[src/rtl/mpseq_pkg.sv]
// Shared types and constants for the multi-precision ALU sequencer.
package mpseq_pkg;

  typedef enum logic [1:0] {IDLE, RUN, DONE} state_e;

  localparam logic [2:0] OP_PASS = 3'd0;
  localparam logic [2:0] OP_ADD  = 3'd1;
  localparam logic [2:0] OP_ADDN = 3'd2;
  localparam logic [2:0] OP_DEC  = 3'd3;
  localparam logic [2:0] OP_AND  = 3'd4;
  localparam logic [2:0] OP_OR   = 3'd5;
  localparam logic [2:0] OP_XOR  = 3'd6;
  localparam logic [2:0] OP_NOT  = 3'd7;

  localparam int unsigned FLAG_C = 0;
  localparam int unsigned FLAG_Z = 1;
  localparam int unsigned FLAG_N = 2;
  localparam int unsigned FLAG_V = 3;

  function automatic logic [3:0] pack_flags(input logic v, input logic n, input logic z,
                                            input logic c);
    logic [3:0] r;
    r         = '0;
    r[FLAG_V] = v;
    r[FLAG_N] = n;
    r[FLAG_Z] = z;
    r[FLAG_C] = c;
    return r;
  endfunction

endpackage

[src/rtl/alu_flags.sv]
// N-bit ALU slice: arithmetic ops add A to a per-op Y plus cin; logic ops force C and V to 0.
module alu_flags
  import mpseq_pkg::*;
#(
  parameter int unsigned N = 4
) (
  input  logic [N-1:0] a,
  input  logic [N-1:0] b,
  input  logic [2:0]   h,
  input  logic         cin,
  output logic [N-1:0] f,
  output logic [3:0]   flags
);

  logic [N-1:0] y;
  logic [N:0]   sum;
  logic         arith;

  always_comb begin
    y     = '0;
    arith = 1'b1;
    f     = '0;
    case (h)
      OP_PASS: y = '0;
      OP_ADD:  y = b;
      OP_ADDN: y = ~b;
      OP_DEC:  y = '1;
      default: arith = 1'b0;
    endcase
    sum = {1'b0, a} + {1'b0, y} + {{N{1'b0}}, cin};
    case (h)
      OP_AND:  f = a & b;
      OP_OR:   f = a | b;
      OP_XOR:  f = a ^ b;
      OP_NOT:  f = ~a;
      default: f = sum[N-1:0];
    endcase
    // Signed overflow: operands agree in sign but the result does not.
    flags = pack_flags(arith & (a[N-1] == y[N-1]) & (f[N-1] != a[N-1]),
                       f[N-1], (f == '0), arith & sum[N]);
  end

endmodule

[src/rtl/mpseq_alu_ctrl.sv]
// Sequences one alu_flags slice over WORDS words, LSB first, chaining carry between words.
// Optional MPSEQ_LOGIC_FAST_EN: logic ops (4-7) complete in a single full-width RUN cycle.
module mpseq_alu_ctrl
  import mpseq_pkg::*;
#(
  parameter int unsigned N     = 4,
  parameter int unsigned WORDS = 4
) (
  input  logic               clk,
  input  logic               rst_n,
  input  logic               req_valid,
  output logic               req_ready,
  input  logic [2:0]         req_op,
  input  logic               req_cin,
  input  logic [N*WORDS-1:0] req_a,
  input  logic [N*WORDS-1:0] req_b,
  output logic               rsp_valid,
  input  logic               rsp_ready,
  output logic [N*WORDS-1:0] rsp_f,
  output logic [3:0]         rsp_flags,
  output logic               busy
);

  localparam int unsigned W    = N * WORDS;
  localparam int unsigned IW   = $clog2(WORDS);
  localparam logic [IW-1:0] LAST = IW'(WORDS - 1);

  state_e        state_q;
  logic [IW-1:0] idx_q;
  logic [2:0]    op_q;
  logic          cin_q, carry_q, zacc_q;
  logic [W-1:0]  a_q, b_q, acc_q, acc_nxt;

  logic [N-1:0]  s_a, s_b, s_f;
  logic          s_cin;
  logic [3:0]    s_flags;

  assign s_a   = a_q[int'(idx_q) * N +: N];
  assign s_b   = b_q[int'(idx_q) * N +: N];
  assign s_cin = (idx_q == '0) ? cin_q : carry_q;

  alu_flags #(.N(N)) u_slice (
    .a     (s_a),
    .b     (s_b),
    .h     (op_q),
    .cin   (s_cin),
    .f     (s_f),
    .flags (s_flags)
  );

  always_comb begin
    acc_nxt = acc_q;
    acc_nxt[int'(idx_q) * N +: N] = s_f;
  end

`ifdef MPSEQ_LOGIC_FAST_EN
  logic [W-1:0] fast_f;

  always_comb begin
    fast_f = '0;
    case (op_q)
      OP_AND:  fast_f = a_q & b_q;
      OP_OR:   fast_f = a_q | b_q;
      OP_XOR:  fast_f = a_q ^ b_q;
      default: fast_f = ~a_q;
    endcase
  end
`endif

  always_ff @(posedge clk) begin
    if (!rst_n) begin
      state_q   <= IDLE;
      idx_q     <= '0;
      op_q      <= OP_PASS;
      cin_q     <= 1'b0;
      carry_q   <= 1'b0;
      zacc_q    <= 1'b0;
      a_q       <= '0;
      b_q       <= '0;
      acc_q     <= '0;
      rsp_f     <= '0;
      rsp_flags <= '0;
      rsp_valid <= 1'b0;
      busy      <= 1'b0;
      req_ready <= 1'b1;
    end else begin
      unique case (state_q)
        IDLE: begin
          if (req_valid) begin
            op_q      <= req_op;
            cin_q     <= req_cin;
            a_q       <= req_a;
            b_q       <= req_b;
            idx_q     <= '0;
            zacc_q    <= 1'b1;
            state_q   <= RUN;
            req_ready <= 1'b0;
            busy      <= 1'b1;
          end
        end
        RUN: begin
`ifdef MPSEQ_LOGIC_FAST_EN
          if (op_q[2]) begin
            rsp_f     <= fast_f;
            rsp_flags <= pack_flags(1'b0, fast_f[W-1], (fast_f == '0), 1'b0);
            rsp_valid <= 1'b1;
            state_q   <= DONE;
          end else
`endif
          begin
            acc_q   <= acc_nxt;
            carry_q <= s_flags[FLAG_C];
            zacc_q  <= zacc_q & s_flags[FLAG_Z];
            if (idx_q == LAST) begin
              // Result is published only here, so a reset mid-RUN never exposes partial words.
              rsp_f     <= acc_nxt;
              rsp_flags <= pack_flags(s_flags[FLAG_V], s_flags[FLAG_N],
                                      zacc_q & s_flags[FLAG_Z], s_flags[FLAG_C]);
              rsp_valid <= 1'b1;
              state_q   <= DONE;
            end else begin
              idx_q <= idx_q + IW'(1);
            end
          end
        end
        DONE: begin
          if (rsp_ready) begin
            rsp_valid <= 1'b0;
            busy      <= 1'b0;
            req_ready <= 1'b1;
            state_q   <= IDLE;
          end
        end
        default: state_q <= IDLE;
      endcase
    end
  end

endmodule
[config.mk]
export PLATFORM = sky130hd
export DESIGN_NAME = mpseq_alu_ctrl
export DESIGN_NICKNAME = d
export VERILOG_FILES = /design/src/rtl/mpseq_pkg.sv /design/src/rtl/alu_flags.sv /design/src/rtl/mpseq_alu_ctrl.sv
export SDC_FILE = /design/constraint.sdc
export NUM_CORES = 1
export LEC_CHECK = 0
export ABC_CLOCK_PERIOD_IN_PS = 4800
export CORE_AREA = 2 2 90 92
export CTS_CLUSTER_DIAMETER = 30
export DETAILED_ROUTE_END_ITERATION = 10
export DIE_AREA = 0 0 92 94
export GPL_ROUTABILITY_DRIVEN = 0
export PLACE_DENSITY_LB_ADDON = 0.12
export SYNTH_ARGS = -nofsm -noshare
export SYNTH_HDL_FRONTEND = slang
export SYNTH_SLANG_ARGS = --single-unit
[constraint.sdc]
create_clock -name clk -period 4.8 [get_ports clk]
set_input_delay 0.96 -clock clk [delete_from_list [all_inputs] [get_ports clk]]
set_output_delay 0.96 -clock clk [all_outputs]
set_load 0.01 [all_outputs]
==> results.md, run 1 <==
* Commonest non-fill, non-tap cells in the layout: nand2_1, dfxtp_1, clkdlybuf4s50_1, a21boi_0, o21ai_0
* Max-slew violations at 0
* CTS clk-pin slew, worst paths at ~0.080 ns
* Die Ht at roughly 94 µm
* Slew @ Worst Pin at between 1 and 1.5 ns
* Final setup margin at between 0.9 and 1 ns
* H-tree depth at 3
* Leak at 1.81 nW
* Maximum number of pins on one net before global-route repair at 84
* Core Box Area at about 7600 µm²
* Final instance area at roughly 5000 µm²
* GRT Resource Usage Total at a little over a fifth
* Share of cells above drive strength 1 at under 10%
* Max-Cap Viols at 0
* IO buf count at 62
* Unrepaired setup endpoints after global routing: false
* Data arrival, critical path at around 4.1 ns
* Initial Utilization at a little over half
* Tmin final at 3.81 ns
* First-pass DRT Iterations at 5
* Netlist cell types at 46
* Wire length on met3 at 459 µm
* FMAX at ~0.26 GHz
* Syn nets at between 500 and 600
* Layout Nets at 566
* VDD IR max at ~0.15 mV
* Clk_skew at 0.0122 ns
* Worst endpoint required time at 5.09 ns
* Synth-to-layout area growth at 21.0%
* Syn Inst Count at between 400 and 500
* Fillers at between 600 and 700
* Hold Crit Class: flip-flop to flip-flop
* Cts hold-fix bufs at 0
* CP Cell Sequence: mux4_2, mux2_2, nand2_1, fa_1, fa_1, xor2_1, a2bb2oi_2, or4_1, o21ai_1
* Final period utilization at 79.5%
* Final setup viols at 0
* Placed cells at 598
* Antenna diodes at 0
* Row Count at 32
* Die ar. at 8650 µm²
* Footprint of the multi-input gates at around 2200 µm²
* Synth Register Bits at around 80
* Setup TNS at 0 ns
* CTS resizes at 0
* Slew headroom at a little over a fifth
* Vias per cell at roughly 5.4
* Clock sinks at between 80 and 90
* Total Power at between 0.0015 and 0.002 W
* Startpoint types: flip-flop
* CP max FO at 14
* Commonest non-fill, non-tap cell in the layout: nand2_1
* Final std cells w/o fill at approximately 610
* Antenna Nets Post-Route at 0
* Met2 Wirelength at 3690 µm
* Post-CTS Setup Bufs at 0
* Via count at between 3000 and 4000
* I/O pin count at 63
* Place WS at between 1 and 1.5 ns
* CTS Root Cell: clkbuf_8
* CTS Buf Count at 9
* Vias in the first global route at between 3000 and 4000
* Power Density at 309 nW/µm²
* Count of buffer and inverter cells on the critical path at 0
* Grt total ovfl at 0
* Total Wirelength at roughly 9000 µm
* # DRC at 0
* First-pass GRT wire length at 15000 µm
* CP delay by family, top: multiplexers
* Avg Cell Area, Syn at 8.75 µm²
* Status: completed
* Register area at ~1600 µm²
* Slowest CP cell: dfxtp_1
* Crit path top cell by count: fa_1
* Max stage delay on crit path at approximately 0.85 ns
* Top Layer Used: met4
* Metal1 wirelength at ~4400 µm
* Worst Path Class, Setup: flip-flop to flip-flop
* Syn Std Cell Area at 4030 µm²
* TritonCTS clock tree: built
* Die W at between 90 and 100 µm
* Initial drt markers at 170
* Hpwl dp at slightly below 6000 µm
* CP Capture Type: flip-flop
* DR WL/cell at between 10 and 15 µm
* Sequential area share after synthesis at 40.2%
* Final Hold Viols at 0
* Yosys Warn Count at 0
* Clock latency on the worst-skew pair at around 0.36 ns
* Antenna violations before repair at 0
* Bufs on Longest Clock Path at 2
* Placed cell area at approximately 4700 µm²
==> final cells by class <==
| class | instances | share of cell area, % |
|---|---|---|
| clock buffers | 10 | 2.82 |
| clock inverters | 6 | 1.87 |
| inverters | 19 | 1.46 |
| multi-input cells | 331 | 44.9 |
| flip-flops and latches | 81 | 33.2 |
| well taps | 102 | 2.61 |
| repair buffers | 65 | 13.1 |
==> worst min-delay path, delay by kind of cell, from the launching register on <==
| family | cells | cell delay, ns |
|---|---|---|
| DFF | 1 | 0.31 |
| and+or+nand+nor | 1 | 0.04 |
| AOI/OAI and AO/OA | 1 | 0.06 |
==> synthesized netlist by cell type, drive strengths merged <==
library cell | count | area share, %
a21boi | 41 | 7.6
a21oi | 7 | 0.87
a221oi | 16 | 3.5
a22oi | 17 | 3.2
a2bb2oi | 3 | 0.96
a32oi | 1 | 0.68
and2 | 4 | 0.62
and3 | 1 | 0.16
buf | 11 | 1.9
clkbuf | 19 | 1.8
dfxtp | 81 | 40
fa | 2 | 0.99
ha | 17 | 5.3
inv | 19 | 1.8
mux2 | 5 | 1.5
mux2i | 12 | 3.0
mux4 | 4 | 2.2
nand2 | 95 | 8.8
nand2b | 3 | 0.47
nand3 | 3 | 0.37
nand3b | 1 | 0.19
nand4 | 4 | 0.62
nor2 | 23 | 2.1
nor2b | 23 | 3.6
nor3 | 3 | 0.37
nor4 | 3 | 0.62
nor4b | 1 | 0.37
o211ai | 1 | 0.19
o21a | 2 | 0.37
o21ai | 30 | 3.7
o221ai | 2 | 0.43
o22a | 1 | 0.43
o22ai | 1 | 0.16
or2 | 1 | 0.16
or4 | 1 | 0.19
xnor2 | 2 | 0.43
xor2 | 1 | 0.22
==> registers in the layout, summed over array words and instances (netlist names), 2 cells and up <==
name,cells
a_q,16
acc_q,16
b_q,16
rsp_f,16
rsp_flags,4
op_q,3
idx_q,2
state_q,2
==> per-stage QoR <==
step	util (%)	hold WS (ns)
CTS	64.2	0.470
global placement	61.2	0.456
detailed placement	61.2	0.459
global route	64.2	0.492
floorplan	-	0.439
finish	64.2	0.468
==> power breakdown <==
part	leakage (nW)	internal [W]	switching [W]
clock	0.116	0.000309	0.000250
combinational	1.03	0.000105	0.000122
sequential	0.660	0.000697	0.0000251
total	1.81	0.00111	0.000398
==> routing by layer <==
layer	vias to the layer above	track usage, %
li1	1685	-
met2	103	32.7
met1	1518	30.0
met3	19	4.82
met5	-	0
met4	0	8.46
==> final timing paths <==
kind	end	slack, ns	start	cells past startpoint
max	rsp_flags[1]	0.99	idx_q[0]	9
min	b_q[12]	0.47	b_q[12]	2
max reg2reg	rsp_flags[1]	0.99	idx_q[0]	9
min reg2reg	b_q[12]	0.47	b_q[12]	2
==> cells by family after synthesis <==
family	after synthesis	share of synthesized area, %
AO/OA/AOI/OAI	122	22.1
XOR/XNOR	3	0.652
adder cells (fa/ha/maj)	19	6.27
buffers and inverters	49	5.40
flip-flops	81	40.2
multiplexers	21	6.70
AND/OR/NAND/NOR	166	18.7
No activity file was read; power rests on OpenSTA's default activity.
==> run 2, diff against run 1 <==
- ABC_CLOCK_PERIOD_IN_PS: 4800 -> 3800
- clock period: 4.8 -> 3.8 ns (I/O delays scaled with it)
==> run 2 against run 1 <==
  * Total power increased by 27%
  * Maximum frequency increased by 13%
  * Sequential share of layout area decreased by 0.093 points
  * Die area unchanged
  * Via count increased by 0.21%
  * Cell count increased by 0.33%
  * Cell area increased by 0.28%
  * Critical endpoint is now zacc_q
==> results.md, run 2 (synthesis gave the netlist of run 1 again) <==
* Final setup margin at just over 0.4 ns
* Initial drt markers at 178
* Wire length on met3 at between 300 and 400 µm
* Startpoint types: flip-flop
* FMAX at ~0.3 GHz
* Leak at 1.81 nW
* I/O pin count at 63
* Cts hold-fix bufs at 0
* Metal1 wirelength at between 4000 and 5000 µm
* Final std cells w/o fill at 616
* # DRC at 0
* Row Count at 32
* Core Box Area at roughly 7600 µm²
* Final Hold Viols at 0
* Share of cells above drive strength 1 at about 7.0%
* Final setup viols at 0
* Total Power at roughly 0.0019 W
* Top Layer Used: met4
* Worst Path Class, Setup: flip-flop to flip-flop
* First-pass DRT Iterations at 5
* Slew headroom at between 20% and 30%
* Placed cell area at between 4000 and 5000 µm²
* Max-slew violations at 0
* Post-CTS Setup Bufs at 0
* DR WL/cell at between 10 and 15 µm
* Via count at around 3300
* CP Capture Type: flip-flop
* Antenna violations before repair at 0
* Synth-to-layout area growth at 21.4%
* Commonest non-fill, non-tap cell in the layout: nand2_1
* Clock sinks at slightly above 80
* Worst R2R Path Depth at 10
* Tmin final at roughly 3.4 ns
* IO buf count at between 60 and 70
* CTS resizes at 0
* Met2 Wirelength at roughly 4000 µm
* CTS clk-pin slew, worst paths at about 0.08 ns
* Setup TNS at 0 ns
* Power Density at between 300 and 400 nW/µm²
* Die W at roughly 92 µm
* Hold Crit Class: flip-flop to flip-flop
* Antenna Nets Post-Route at 0
* CTS Root Cell: clkbuf_8
* H-tree depth at 3
* Die ar. at about 8600 µm²
* R2r setup slk at between 0.4 and 0.5 ns
* Max-Cap Viols at 0
* Hold path depth at 2
* Vias in the first global route at ~3300
* Data arrival, critical path at 3.67 ns
* Slew @ Worst Pin at 1.16 ns
* Hpwl dp at 6160 µm
* Layout Nets at 568
* CP max FO at 19
* GRT Resource Usage Total at around 22%
* Die Ht at around 94 µm
* Antenna diodes at 0
* Status: completed
* Place WS at approximately 0.45 ns
* Final instance area at about 4900 µm²
* Maximum number of pins on one net before global-route repair at 84
* First-pass GRT wire length at between 15000 and 20000 µm
* Unrepaired setup endpoints after global routing: false
* CTS Buf Count at 9
* Placed cells at 600
* Total Wirelength at 8930 µm
* VDD IR max at 0.227 mV
* Clock latency on the worst-skew pair at between 0.3 and 0.4 ns
* TritonCTS clock tree: built
* Bufs on Longest Clock Path at 2
* Initial Utilization at between 50% and 60%
* Clk_skew at about 0.011 ns
* Grt total ovfl at 0
* Commonest non-fill, non-tap cells in the layout: nand2_1, dfxtp_1, clkdlybuf4s50_1, a21boi_0, o21ai_0
* Worst endpoint required time at between 4 and 5 ns
* Vias per cell at 5.41
* Final period utilization at 89.2%
-- run 2: cell count changes in the layout (fill, tap and decap cells not counted) --
cell	change
buf_4	+2
clkinv_4	-2
clkinvlp_4	+1
inv_6	+1
-- run 2: final cells by class --
class / instances / area, µm²
inverters: 19 / 71.3
clock buffers: 10 / 138
clock inverters: 6 / 90.1
flip-flops and latches: 81 / 1620
multi-input cells: 331 / 2190
well taps: 102 / 128
fillers: 622 / 2710
repair buffers: 67 / 653
-- run 2: routing by layer --
layer	track usage (%)	vias up
li1	-	1689
met1	30.0	1569
met2	35.5	69
met3	3.93	5
met4	6.72	0
met5	0	-
-- run 2: metrics by stage --
| step | utilization (%) | hold WS, ns |
|---|---|---|
| 2_1_floorplan | - | 0.439 |
| 3_3_place_gp | 61.3 | 0.457 |
| 3_5_place_dp | 61.3 | 0.462 |
| 4_1_cts | 64.3 | 0.473 |
| 5_1_grt | 64.3 | 0.493 |
| 6_report | 64.3 | 0.472 |
-- run 2: final timing paths --
kind / from / end
worst max-delay path: idx_q[0] / zacc_q
worst min-delay path: b_q[4] / b_q[4]
worst max register to register: idx_q[0] / zacc_q
worst min register to register: b_q[4] / b_q[4]
-- run 2: worst max-delay path: stages, from the launching register on --
cell       delay [ns]
dfxtp_1          0.40
buf_4            0.31
inv_1            0.19
ha_1             0.34
mux2i_1          0.17
fa_1             0.43
fa_1             0.43
xor2_1           0.19
a2bb2oi_2        0.15
or4_1            0.56
a21boi_1         0.15
-- run 2: power by group --
part	internal, W	switching, W
Sequential	0.000880	0.0000254
Clock	0.000390	0.000321
Combinational	0.000134	0.000163
Total	0.00140	0.000509
==> run 3, diff against run 2 <==
- CORE_AREA: 2 2 90 92 -> 3 3 91 93
- DIE_AREA: 0 0 92 94 -> 0 0 94 96
==> run 3 against run 2 <==
  * Count of clock-buffer cells in the layout did not move
  * Total power fell by 1.7%
  * Non-clock buffer count shrank 1
  * First-iteration DRC count decreased by 23%
  * Clock power decreased by 4.8%
  * Sequential power is essentially flat
  * Die area grew 4.3%
  * Critical path depth up 2
  * Core utilization shrank 0.35 points
  * Setup slack lost 0.11 ns
  * Maximum frequency is 3.0% lower
  * Critical path type unchanged
  * Highest routed layer unchanged
==> results.md, run 3 (synthesis gave the netlist of run 1 again) <==
* Setup TNS at 0 ns
* Clock latency on the worst-skew pair at roughly 0.35 ns
* Worst endpoint required time at 4.07 ns
* Hold path depth at 2
* Layout Nets at around 570
* Commonest non-fill, non-tap cell in the layout: nand2_1
* Total Wirelength at 9080 µm
* Fillers at 662
* Antenna violations before repair at 0
* I/O pin count at 63
* Initial drt markers at between 100 and 150
* VDD IR max at 0.190 mV
* CP Capture Type: flip-flop
* Initial Utilization at 53.0%
* Cts hold-fix bufs at 0
* Final period utilization at 92.0%
* FMAX at 0.286 GHz
* Max-Cap Viols at 0
* Antenna diodes at 0
* Core Box Area at about 7600 µm²
* Worst R2R Path Depth at 12
* Grt total ovfl at 0
* Die ar. at 9020 µm²
* Leak at 1.80 nW
* Via count at about 3300
* Slew @ Worst Pin at 1.16 ns
* Power Density at roughly 390 nW/µm²
* IO buf count at between 60 and 70
* TritonCTS clock tree: built
* Die Ht at around 96 µm
* Final Hold Viols at 0
* CP max FO at 19
* Commonest non-fill, non-tap cells in the layout: nand2_1, dfxtp_1, clkdlybuf4s50_1, a21boi_0, o21ai_0
* Hpwl dp at just over 6000 µm
* Die W at approximately 94 µm
* Clock sinks at 81
* Max-slew violations at 0
* Data arrival, critical path at between 3 and 4 ns
* GRT Resource Usage Total at between 20% and 30%
* Clk_skew at around 0.012 ns
* First-pass DRT Iterations at 4
* DR WL/cell at around 15 µm
* Tmin final at approximately 3.5 ns
* CTS Root Cell: clkbuf_8
* Vias in the first global route at around 3300
* Unrepaired setup endpoints after global routing: false
* Place WS at approximately 0.40 ns
* CTS clk-pin slew, worst paths at around 0.080 ns
* Total Power at between 0.0015 and 0.002 W
* CTS Buf Count at 9
* Final setup viols at 0
* Antenna Nets Post-Route at 0
* Bufs on Longest Clock Path at 2
* # DRC at 0
* Post-CTS Setup Bufs at 0
* CTS resizes at 0
* Row Count at 32
* Synth-to-layout area growth at 20.7%
* Slew headroom at 23.0%
* Share of cells above drive strength 1 at under 10%
* Vias per cell at approximately 5.4
* First-pass GRT wire length at 15100 µm
* Startpoint types: flip-flop
* Final setup margin at around 0.30 ns
* Maximum number of pins on one net before global-route repair at 84
* Worst Path Class, Setup: flip-flop to flip-flop
* Status: completed
* Hold Crit Class: flip-flop to flip-flop
* H-tree depth at 3
[run 3: cell count changes in the layout (fill, tap and decap cells not counted)]
cell      previous run  this run
buf_4                5         4
clkbuf_1             0         1
clkbuf_8            10         9
inv_6                1         0
[run 3: metrics by stage]
stage	std cells	cell area [µm²]	util (%)	hold WS [ns]
global placement	599	4660	61.3	0.458
detailed placement	599	4660	61.3	0.462
global route	614	4870	64.0	0.500
floorplan	461	4030	-	0.439
CTS	614	4870	64.0	0.473
finish	614	4870	64.0	0.470
[run 3: final timing paths]
check	startpoint	end	slack (ns)
setup / recovery	idx_q[0]	rsp_flags[1]	0.30
hold reg to reg	b_q[3]	b_q[3]	0.47
hold / removal	b_q[3]	b_q[3]	0.47
setup reg to reg	idx_q[0]	rsp_flags[1]	0.30
[run 3: worst max-delay path, cell delays in order (launching register included)]
cell and delay (ns):
dfxtp_1 0.40, buf_4 0.31, mux4_2 0.60, mux2i_1 0.21, nor2_1 0.07, ha_1 0.37, nand2_1 0.08, o21ai_0 0.22
xnor2_1 0.15, a2bb2oi_1 0.08, buf_4 0.19, or4_1 0.56, o21ai_1 0.18
[run 3: power breakdown]
| group | total [W] | internal (W) | switching [W] |
|---|---|---|---|
| registers | 0.000905 | 0.000880 | 0.0000253 |
| logic | 0.000299 | 0.000134 | 0.000165 |
| clock network | 0.000677 | 0.000367 | 0.000310 |
| total | 0.00188 | 0.00138 | 0.000500 |
[run 3: cell type report]
| cell class | instances | area (µm²) | share of cell area [%] |
|---|---|---|---|
| Multi-Input combinational cell | 331 | 2190 | 45.1 |
| Inverter | 19 | 71.3 | 1.46 |
| Clock buffer | 10 | 128 | 2.62 |
| Tap cell | 102 | 128 | 2.62 |
| Clock inverter | 5 | 81.3 | 1.67 |
| Sequential cell | 81 | 1620 | 33.3 |
| Timing Repair Buffer | 66 | 646 | 13.3 |
[run 3: routing by layer]
layer	vias to the layer above	global-route usage, %	wire length, µm
li1	1692	-	-
met1	1531	30.0	4550
met2	79	31.4	3920
met3	17	4.77	500
met4	0	7.46	113
met5	-	0	0
